`config.mk`:
```
export PLATFORM = sky130hd
export DESIGN_NAME = preg_checkpoint_ctrl
export DESIGN_NICKNAME = d
export VERILOG_FILES = /design/src/rtl/ooo_types_pkg.sv /design/src/rtl/preg_checkpoint_ctrl_ckpt_table.sv /design/src/rtl/preg_checkpoint_ctrl.sv
export SDC_FILE = /design/constraint.sdc
export NUM_CORES = 1
export LEC_CHECK = 0
export CORE_ASPECT_RATIO = 1.4
export CORE_MARGIN = 3
export CORE_UTILIZATION = 46
export CTS_CLUSTER_DIAMETER = 100
export DETAILED_ROUTE_END_ITERATION = 12
export PLACE_DENSITY = 0.76
export SLEW_MARGIN = 20
export SYNTH_ARGS = -nofsm -noshare
export SYNTH_HDL_FRONTEND = slang
export SYNTH_SLANG_ARGS = --single-unit
```
`constraint.sdc`:
```
create_clock -name clk -period 3.8 [get_ports clk]
set_clock_uncertainty 0.2 [all_clocks]
set_input_delay 0.95 -clock clk [delete_from_list [all_inputs] [get_ports clk]]
set_output_delay 0.95 -clock clk [all_outputs]
set_load 0.1 [all_outputs]
```
`src/rtl/ooo_types_pkg.sv`:
```
// Shared out-of-order core types: physical register indices, branch checkpoints
// and the recovery state machine encoding.
package ooo_types;
    localparam int PHYS_REG_BITS = 7;
    localparam int NUM_CKPT      = 4;
    localparam int TAG_BITS      = $clog2(NUM_CKPT);

    typedef logic [PHYS_REG_BITS-1:0] preg_t;
    typedef logic [TAG_BITS-1:0]      br_tag_t;

    typedef struct packed {
        logic  valid;
        logic  resolved;
        preg_t saved_ptr;
    } ckpt_entry_t;

    typedef enum logic [1:0] {
        IDLE    = 2'd0,
        RECOVER = 2'd1,
        SETTLE  = 2'd2
    } recov_state_t;
endpackage

```
`src/rtl/preg_checkpoint_ctrl_ckpt_table.sv`:
```
// In-order branch checkpoint buffer: write at tail, mark resolved by tag,
// retire resolved entries from head, truncate tail on a squash.
module ckpt_table
    import ooo_types::*;
#(
    parameter int NUM_CKPT = ooo_types::NUM_CKPT,
    parameter int TAG_BITS = $clog2(NUM_CKPT)
) (
    input  logic                clk,
    input  logic                rst,
    input  logic                wr_en,
    input  preg_t               wr_ptr,
    output logic [TAG_BITS-1:0] tail_tag,
    input  logic                resolve_en,
    input  logic [TAG_BITS-1:0] resolve_tag,
    input  logic                trunc_en,
    input  logic [TAG_BITS-1:0] trunc_tag,
    input  logic [TAG_BITS-1:0] rd_tag,
    output logic                rd_valid,
    output preg_t               rd_ptr,
    output logic                full
);
    typedef logic [TAG_BITS:0] ptr_t;

    ptr_t                        head, tail, trunc_tail;
    ckpt_entry_t [NUM_CKPT-1:0]  slot;
    logic [TAG_BITS-1:0]         head_idx, tail_idx, trunc_off;
    logic [NUM_CKPT-1:0]         kill;
    logic                        retire;

    // Age of a slot relative to the oldest live checkpoint.
    function automatic logic [TAG_BITS-1:0] age(input logic [TAG_BITS-1:0] idx,
                                                input logic [TAG_BITS-1:0] base);
        return idx - base;
    endfunction

    assign head_idx = head[TAG_BITS-1:0];
    assign tail_idx = tail[TAG_BITS-1:0];
    assign tail_tag = tail_idx;
    assign full     = (head_idx == tail_idx) && (head[TAG_BITS] != tail[TAG_BITS]);
    assign rd_valid = slot[rd_tag].valid;
    assign rd_ptr   = slot[rd_tag].saved_ptr;

    // A tag below the head index has wrapped past it, so it carries the other lap bit.
    assign trunc_tail = {(trunc_tag >= head_idx) ? head[TAG_BITS] : ~head[TAG_BITS], trunc_tag};

    always_comb begin
        kill      = '0;
        trunc_off = age(trunc_tag, head_idx);
        for (int i = 0; i < NUM_CKPT; i++) begin
            if (trunc_en && (age(TAG_BITS'(i), head_idx) >= trunc_off))
                kill[i] = 1'b1;
        end
        retire = slot[head_idx].valid && slot[head_idx].resolved && !kill[head_idx];
    end

    always_ff @(posedge clk) begin
        if (rst) begin
            head <= '0;
            tail <= '0;
            slot <= '0;
        end else begin
            for (int i = 0; i < NUM_CKPT; i++) begin
                if (kill[i]) begin
                    slot[i].valid    <= 1'b0;
                    slot[i].resolved <= 1'b0;
                end else if (resolve_en && (resolve_tag == TAG_BITS'(i)) && slot[i].valid) begin
                    slot[i].resolved <= 1'b1;
                end
            end
            if (retire) begin
                slot[head_idx].valid    <= 1'b0;
                slot[head_idx].resolved <= 1'b0;
                head                    <= head + 1'b1;
            end
            if (wr_en) begin
                slot[tail_idx] <= '{valid: 1'b1, resolved: 1'b0, saved_ptr: wr_ptr};
                tail           <= tail + 1'b1;
            end else if (trunc_en) begin
                tail <= trunc_tail;
            end
        end
    end
endmodule

```
`src/rtl/preg_checkpoint_ctrl.sv`:
```
// Rename-side physical register free-list sequencer: allocation gating,
// branch checkpointing and the restore/settle recovery sequence.
module preg_checkpoint_ctrl
    import ooo_types::*;
#(
    parameter int NUM_CKPT = ooo_types::NUM_CKPT,
    parameter int TAG_BITS = $clog2(NUM_CKPT)
) (
    input  logic                clk,
    input  logic                rst,
    input  logic                rename_valid,
    input  logic                rename_needs_preg,
    input  logic                rename_is_branch,
    output logic                rename_ready,
    output preg_t               rename_preg,
    output logic [TAG_BITS-1:0] rename_br_tag,
    output logic                fl_alloc_en,
    input  preg_t               fl_alloc_preg,
    input  logic                fl_empty,
    output logic                fl_dealloc_en,
    output preg_t               fl_dealloc_preg,
    output logic                fl_checkpoint_en,
    input  preg_t               fl_checkpoint_ptr,
    output logic                fl_restore_en,
    output preg_t               fl_restore_ptr,
    input  logic                commit_free_en,
    input  preg_t               commit_free_preg,
    input  logic                br_resolve_valid,
    input  logic [TAG_BITS-1:0] br_resolve_tag,
    input  logic                br_mispredict,
    output logic                ckpt_full,
    output logic                recovering
);
    recov_state_t        state, state_nxt;
    preg_t               rp, rd_ptr;
    logic [TAG_BITS-1:0] tail_tag;
    logic                tbl_full, rd_valid;
    logic                mp_now, start_recov, fire;

    assign mp_now      = br_resolve_valid && br_mispredict && rd_valid;
    assign start_recov = (state == IDLE) && mp_now && !rst;

    assign rename_ready = !rst && (state == IDLE) && !mp_now
                          && !(rename_needs_preg && fl_empty)
                          && !(rename_is_branch && tbl_full);
    assign fire             = rename_valid && rename_ready;
    assign fl_alloc_en      = fire && rename_needs_preg;
    assign fl_checkpoint_en = fire && rename_is_branch;

    assign rename_preg   = rst ? '0 : fl_alloc_preg;
    assign rename_br_tag = rst ? '0 : tail_tag;
    assign ckpt_full     = !rst && tbl_full;
    assign recovering    = !rst && (state != IDLE);

    // Commit frees are older than every in-flight branch, so they bypass recovery.
    assign fl_dealloc_en   = !rst && commit_free_en;
    assign fl_dealloc_preg = rst ? '0 : commit_free_preg;

    assign fl_restore_en  = !rst && (state == RECOVER);
    assign fl_restore_ptr = fl_restore_en ? rp : '0;

    // A rd-writing branch pops its own preg this cycle; the saved head skips past it.
    ckpt_table #(
        .NUM_CKPT (NUM_CKPT),
        .TAG_BITS (TAG_BITS)
    ) u_tbl (
        .clk         (clk),
        .rst         (rst),
        .wr_en       (fl_checkpoint_en),
        .wr_ptr      (fl_checkpoint_ptr + preg_t'(rename_needs_preg)),
        .tail_tag    (tail_tag),
        .resolve_en  (br_resolve_valid && !br_mispredict),
        .resolve_tag (br_resolve_tag),
        .trunc_en    (start_recov),
        .trunc_tag   (br_resolve_tag),
        .rd_tag      (br_resolve_tag),
        .rd_valid    (rd_valid),
        .rd_ptr      (rd_ptr),
        .full        (tbl_full)
    );

    always_comb begin
        state_nxt = state;
        case (state)
            IDLE:    if (mp_now) state_nxt = RECOVER;
            RECOVER: state_nxt = SETTLE;
            SETTLE:  state_nxt = IDLE;
            default: state_nxt = IDLE;
        endcase
    end

    always_ff @(posedge clk) begin
        if (rst) begin
            state <= IDLE;
            rp    <= '0;
        end else begin
            state <= state_nxt;
            if (start_recov) rp <= rd_ptr;
        end
    end
endmodule
```
# Yosys cells after proc, flatten, opt, wreduce, memory -nomap -nowiden
# Index checks and enable logic that the tools add are counted.
[totals]
reg_bits = 51
output_inout_bits = 30
elab_cells = 138
in_bits = 32
[op_classes]
reduce_logical = 45
addsub = 8
mux = 51
bitwise = 1
magnitude_cmp = 10
eq_ne = 7
[ops]
columns = ["op", "n"]
rows = [
  ["36-bit bitwise mux", 3],
  ["36-bit 2-to-1 mux", 3],
  ["9-bit demux with 2-bit select", 3],
  ["9-bit binary-select mux with 2-bit select", 2],
  ["9-bit 2-to-1 mux", 4],
  ["1-bit logical AND", 35],
  ["1-bit 2-to-1 mux", 26],
  ["7-bit 2-to-1 mux", 3],
  ["2-bit >= comparator", 5],
  ["2-bit by 3-bit less-than comparator with 1-bit output, second input constant", 3],
  ["8-bit 2-to-1 mux", 1],
  ["7-bit by 1-bit adder with 7-bit output", 1],
  ["3-bit by 1-bit adder with 3-bit output, second input constant", 2],
  ["1-bit logical NOT", 6],
  ["3-bit 2-to-1 mux", 2],
  ["2-bit by 1-bit == test with 1-bit output, second input constant", 2],
  ["2-bit == test, second input constant", 2],
  ["2-bit by 1-bit >= comparator with 1-bit output, second input constant", 2],
  ["2-bit logical NOT", 2],
  ["2-bit 2-to-1 mux", 2],
  ["2-bit one-hot mux with 2 select lines", 1],
  ["2-bit nonzero test", 2],
  ["1-bit by 2-bit subtractor with 2-bit output, first input constant", 2],
  ["2-bit subtractor, first input constant", 2],
  ["6 further kinds", 6],
]

# Logic depth before layout (Yosys ltp)
# Gate-level depths: netlist (run 1).
[depth]
word_depth = 15
mapped_depth = 11
ltp_nobuf = 11

# Modules after synthesis
# From an unflattened synthesis (run 1), not the netlist that was laid out.
[hier_totals]
hier_cells = 337
hier_area_um2 = 2936.6
[modules_own_cells]
columns = ["module", "cells_per_inst", "area_per_inst_um2", "n_inst", "seq_area_each_um2"]
rows = [
  ["ckpt_table", 260, 2267.2, 1, 840.8],
  ["preg_checkpoint_ctrl", 77, 669.4, 1, 180.2],
]

# Worst setup path after synthesis (run 1)
# Ideal clock, no wire load.
[synth_timing]
path_kind = "input -> output"
start = "input rst"
end = "output fl_restore_ptr[0]"
path_slack_ns = -1.916
path_stages = 3
t_required_ns = 2.650
path_buffers = 1
t_arrival_ns = 4.566
path_cell_list = "clkbuf_1 > nor3b_1 > and2_1"
[synth_between]
elab_chain_len = 3
[synth_rtl]
columns = ["item", "line", "text"]
rows = [
  ["from (decl)", "preg_checkpoint_ctrl.sv:10", "input logic rst,"],
  ["1-bit logical NOT", "preg_checkpoint_ctrl.sv:59", "assign fl_restore_en = !rst && (state == RECOVER);"],
  ["1-bit logical AND", "preg_checkpoint_ctrl.sv:59", ""],
  ["via fl_restore_en", "preg_checkpoint_ctrl.sv:24", "output logic fl_restore_en,"],
  ["7-bit 2-to-1 mux", "preg_checkpoint_ctrl.sv:60", "assign fl_restore_ptr = fl_restore_en ? rp : '0;"],
  ["to (decl)", "preg_checkpoint_ctrl.sv:25", "output preg_t fl_restore_ptr,"],
]
# The timed path passes the listed nets, and every way through them passes these cells.

# Final worst setup path (run 1)
[layout_timing]
start = "input br_resolve_tag[0]"
end = "output fl_alloc_en"
[layout_between]
elab_chain_len = 9
[layout_rtl]
columns = ["item", "line", "text"]
rows = [
  ["from (decl)", "preg_checkpoint_ctrl.sv:29", "input logic [TAG_BITS-1:0] br_resolve_tag,"],
  ["9-bit binary-select mux with 2-bit select", "preg_checkpoint_ctrl_ckpt_table.sv:41", "assign rd_valid = slot[rd_tag].valid;"],
  ["9-bit 2-to-1 mux (not written as such)", "preg_checkpoint_ctrl_ckpt_table.sv:41", ""],
  ["1-bit logical AND", "preg_checkpoint_ctrl.sv:40", "assign mp_now = br_resolve_valid && br_mispredict && rd_valid;"],
  ["1-bit logical NOT", "preg_checkpoint_ctrl.sv:43", "assign rename_ready = !rst && (state == IDLE) && !mp_now"],
  ["1-bit logical AND", "preg_checkpoint_ctrl.sv:43", ""],
  ["1-bit logical AND", "preg_checkpoint_ctrl.sv:44", "&& !(rename_needs_preg && fl_empty)"],
  ["1-bit logical AND", "preg_checkpoint_ctrl.sv:45", "&& !(rename_is_branch && tbl_full);"],
  ["1-bit logical AND", "preg_checkpoint_ctrl.sv:46", "assign fire = rename_valid && rename_ready;"],
  ["1-bit logical AND", "preg_checkpoint_ctrl.sv:47", "assign fl_alloc_en = fire && rename_needs_preg;"],
  ["to (decl)", "preg_checkpoint_ctrl.sv:17", "output logic fl_alloc_en,"],
]
# No other way between the ends. The select of a mux whose other input is x is not followed.

==> run metrics, run 1 <==
period utilization 99.0%; R2R Setup Slk 0.67 ns; top-level I/O count 62; reg2reg end u_tbl.head[2]; total track usage 22.1%; Slew Limit Headroom 48.2%; Nets 445; GP Congestion 0.933; cell taking the most area after synthesis dfxtp_1; Yosys reg bits 51; placed insts 459; Design Area, Final 4220 um2; Synth cell types 50; Hold-fix buffers, CTS 0; diode count 0; Core Area 5990 um2; Post-DP HPWL 5880 um; global-route wire length before repair 12700 um; Hold EP rp[4]; post-synthesis average cell area 9.05 um2; clock buffer depth 2; top cells by area, synth dfxtp_1 (35%), mux2i_1 (9.6%), ha_1 (6.9%); CTS tree done; Worst R2R Start u_tbl.head[0]; wire length per cell 16.5 um; DRT antenna net count 0; row count 33; final setup margin 0.0380 ns; gr ovfl total 0; Post-synth EDFFs 0; Hold Path Origin rp[4]; leakage 1.85 nW; Worst Setup End Kind primary output; DIE HEIGHT 100 um; sequential share of the synthesized area 35.1%; Critical Path Source Type primary input; outcome finished, final reports clean; initial antenna violation count 0; Fmax achieved 0.266 GHz; Vias 2663; largest net degree at the start of global routing 75; Synth top area share 35.1%; worst setup path startpoint br_resolve_tag[0]; Initial Utilization 48.7%; hold_ws 0.261 ns; Final TNS setup 0 ns; root buf cell clkbuf_8; Final Max Tran Viols 0; Area Overhead vs Synth 44.8%; Die Area 7340 um2; worst r2r path cells 10; Pwr Density 293 nW/um2; DP Area 4100 um2; Critical Path Max Stage Delay 0.57 ns; TritonCTS Buffers 5; Iter 0 DRT Violations 162; max-cap violation count 0; htree depth 2; slew at the pin closest to its max-slew limit 0.777 ns; syn nets 371; Tmin final 3.76 ns; Pre-antenna DRT Iters 4; VDD IR max 0.316 mV; worst path cell trace clkdlybuf4s15_2 > mux4_2 > a221oi_4 > o21a_4 > and3_4 > buf_12; vias per inst 5.70; Clk pin slew, worst setup/hold paths 0.09 ns; Setup-failing EPs final 0; CP Max Fanout 3; Die Span X 73.3 um; vias in the first global route 2755; Final Hold Viols 0; share of cells above drive strength 1 25.7%; RSZ-0062 raised after global routing no; worst skew pair latency 0.30 ns; asr flop ratio synth 0%; Hold Path Class reg -> reg; pre-CTS WS -0.417 ns; DRC errors left 0; final std cells w/o fill 467; Ys Warns 0; hold depth 2; Cell Area, Synth 2910 um2; Port Buffers 61; Crit path required time 2.65 ns; Synth Instances 322; Worst EP arrival 2.61 ns; crit path kind in -> out; final wirelength 7690 um; Post-synth top flop dfxtp_1; CP max-delay cell mux4_2; clk sinks 51
[layer usage]
metal	global-route usage (%)	share of wire (%)	up-vias
met4	11.4	3.2	0
met2	40.0	54	111
li1	-	-	1280
met3	3.31	6.8	20
met5	0	0	-
met1	24.0	36	1252
[Yosys cell counts (4+ instances only)]
cell type and count:
dfxtp_1 51, nor2_1 39, nand2_1 29, mux2i_1 28, nor2b_1 17, ha_1 16, a21oi_1 14, nand3_1 13
inv_1 12, and2_1 9, clkbuf_1 9, mux4_2 8, xnor2_1 6, a31oi_1 5, buf_1 5, nor3b_1 5
o21ai_0 4
[logic make-up (layout without fill, tap and decap cells)]
family	Yosys count	count (layout)	share of synthesized area, %
xor gates and xnor gates	9	9	2.71
AOI/OAI and AO/OA	44	44	10.5
DFF	51	51	35.1
buffers and inverters	27	102	3.52
and+or+nand+nor	137	137	24.5
adders and majority gates	18	18	7.90
muxes	36	36	15.8
[area by class of cell]
class,count,area [um2]
well taps,70,87.6
multi-input cells,244,1880
inverters,12,48.8
repair buffers,82,1060
fillers,463,1770
clock buffers,6,82.6
clock inverters,2,35.0
flip-flops and latches,51,1020
[how the worst max path moves through the flow]
stage                          endpoint  slack [ns]  cells after the start
after floorplan               ckpt_full       -0.19                      4
after global placement    u_tbl.head[2]       -0.33                     12
after detailed placement  u_tbl.head[2]       -0.42                     12
after CTS                   fl_alloc_en        0.04                      6
after global routing        fl_alloc_en       0.006                      6
final                       fl_alloc_en        0.04                      6
[repair_timing]
action	CTS	global route
endpoints found under the setup margin	9	0
buffers inserted	1	0
gates resized for setup	4	0
[flip-flops by register name, summed over array words and instances, names as in the netlist]
| signal | cells |
|---|---|
| u_tbl.slot | 36 |
| u_tbl.head | 3 |
| u_tbl.tail | 3 |
| rp | 7 |
| state | 2 |
[worst max-delay path, delay by kind of cell]
| kind | cells | cell delay (ns) |
|---|---|---|
| and+or+nand+nor | 1 | 0.19 |
| buffers and inverters | 2 | 0.38 |
| muxes | 1 | 0.57 |
| AOI/OAI and AO/OA | 2 | 0.52 |
[stage by stage]
stage | util, % | power [mW]
after global routing | 70.4 | 1.28
after CTS | 70.4 | 1.25
final | 70.4 | 1.24
after floorplan | - | 0.740
after global placement | 68.5 | 0.856
after detailed placement | 68.5 | 0.861
[where the power goes]
group / internal (mW) / leakage, nW / switching [mW]
sequential: 0.546 / 0.412 / 0.0148
clock: 0.213 / 0.0612 / 0.174
combinational: 0.123 / 1.38 / 0.166
[placed cells by master (no fill, tap or decap), drive strengths merged, types with 3 or more instances in the layout]
cell type	n
clkbuf	6
inv	11
a21oi	14
xor2	3
and2	9
clkdlybuf4s50	28
o21ai	4
nor3b	5
nor3	3
nand4	5
nand3	14
nor2	39
and3	3
mux4	8
mux2i	28
nor2b	17
dfxtp	51
ha	16
buf	52
or3	3
o211ai	3
a31oi	5
xnor2	6
nand2	29
(Power assumes the default switching activity.)
==> run 2: changes to the inputs <==
Settings changed: ABC_CLOCK_PERIOD_IN_PS set to 3800.
==> results of run 2 <==
Final layout, timing and power as in run 1 (identical DEF).
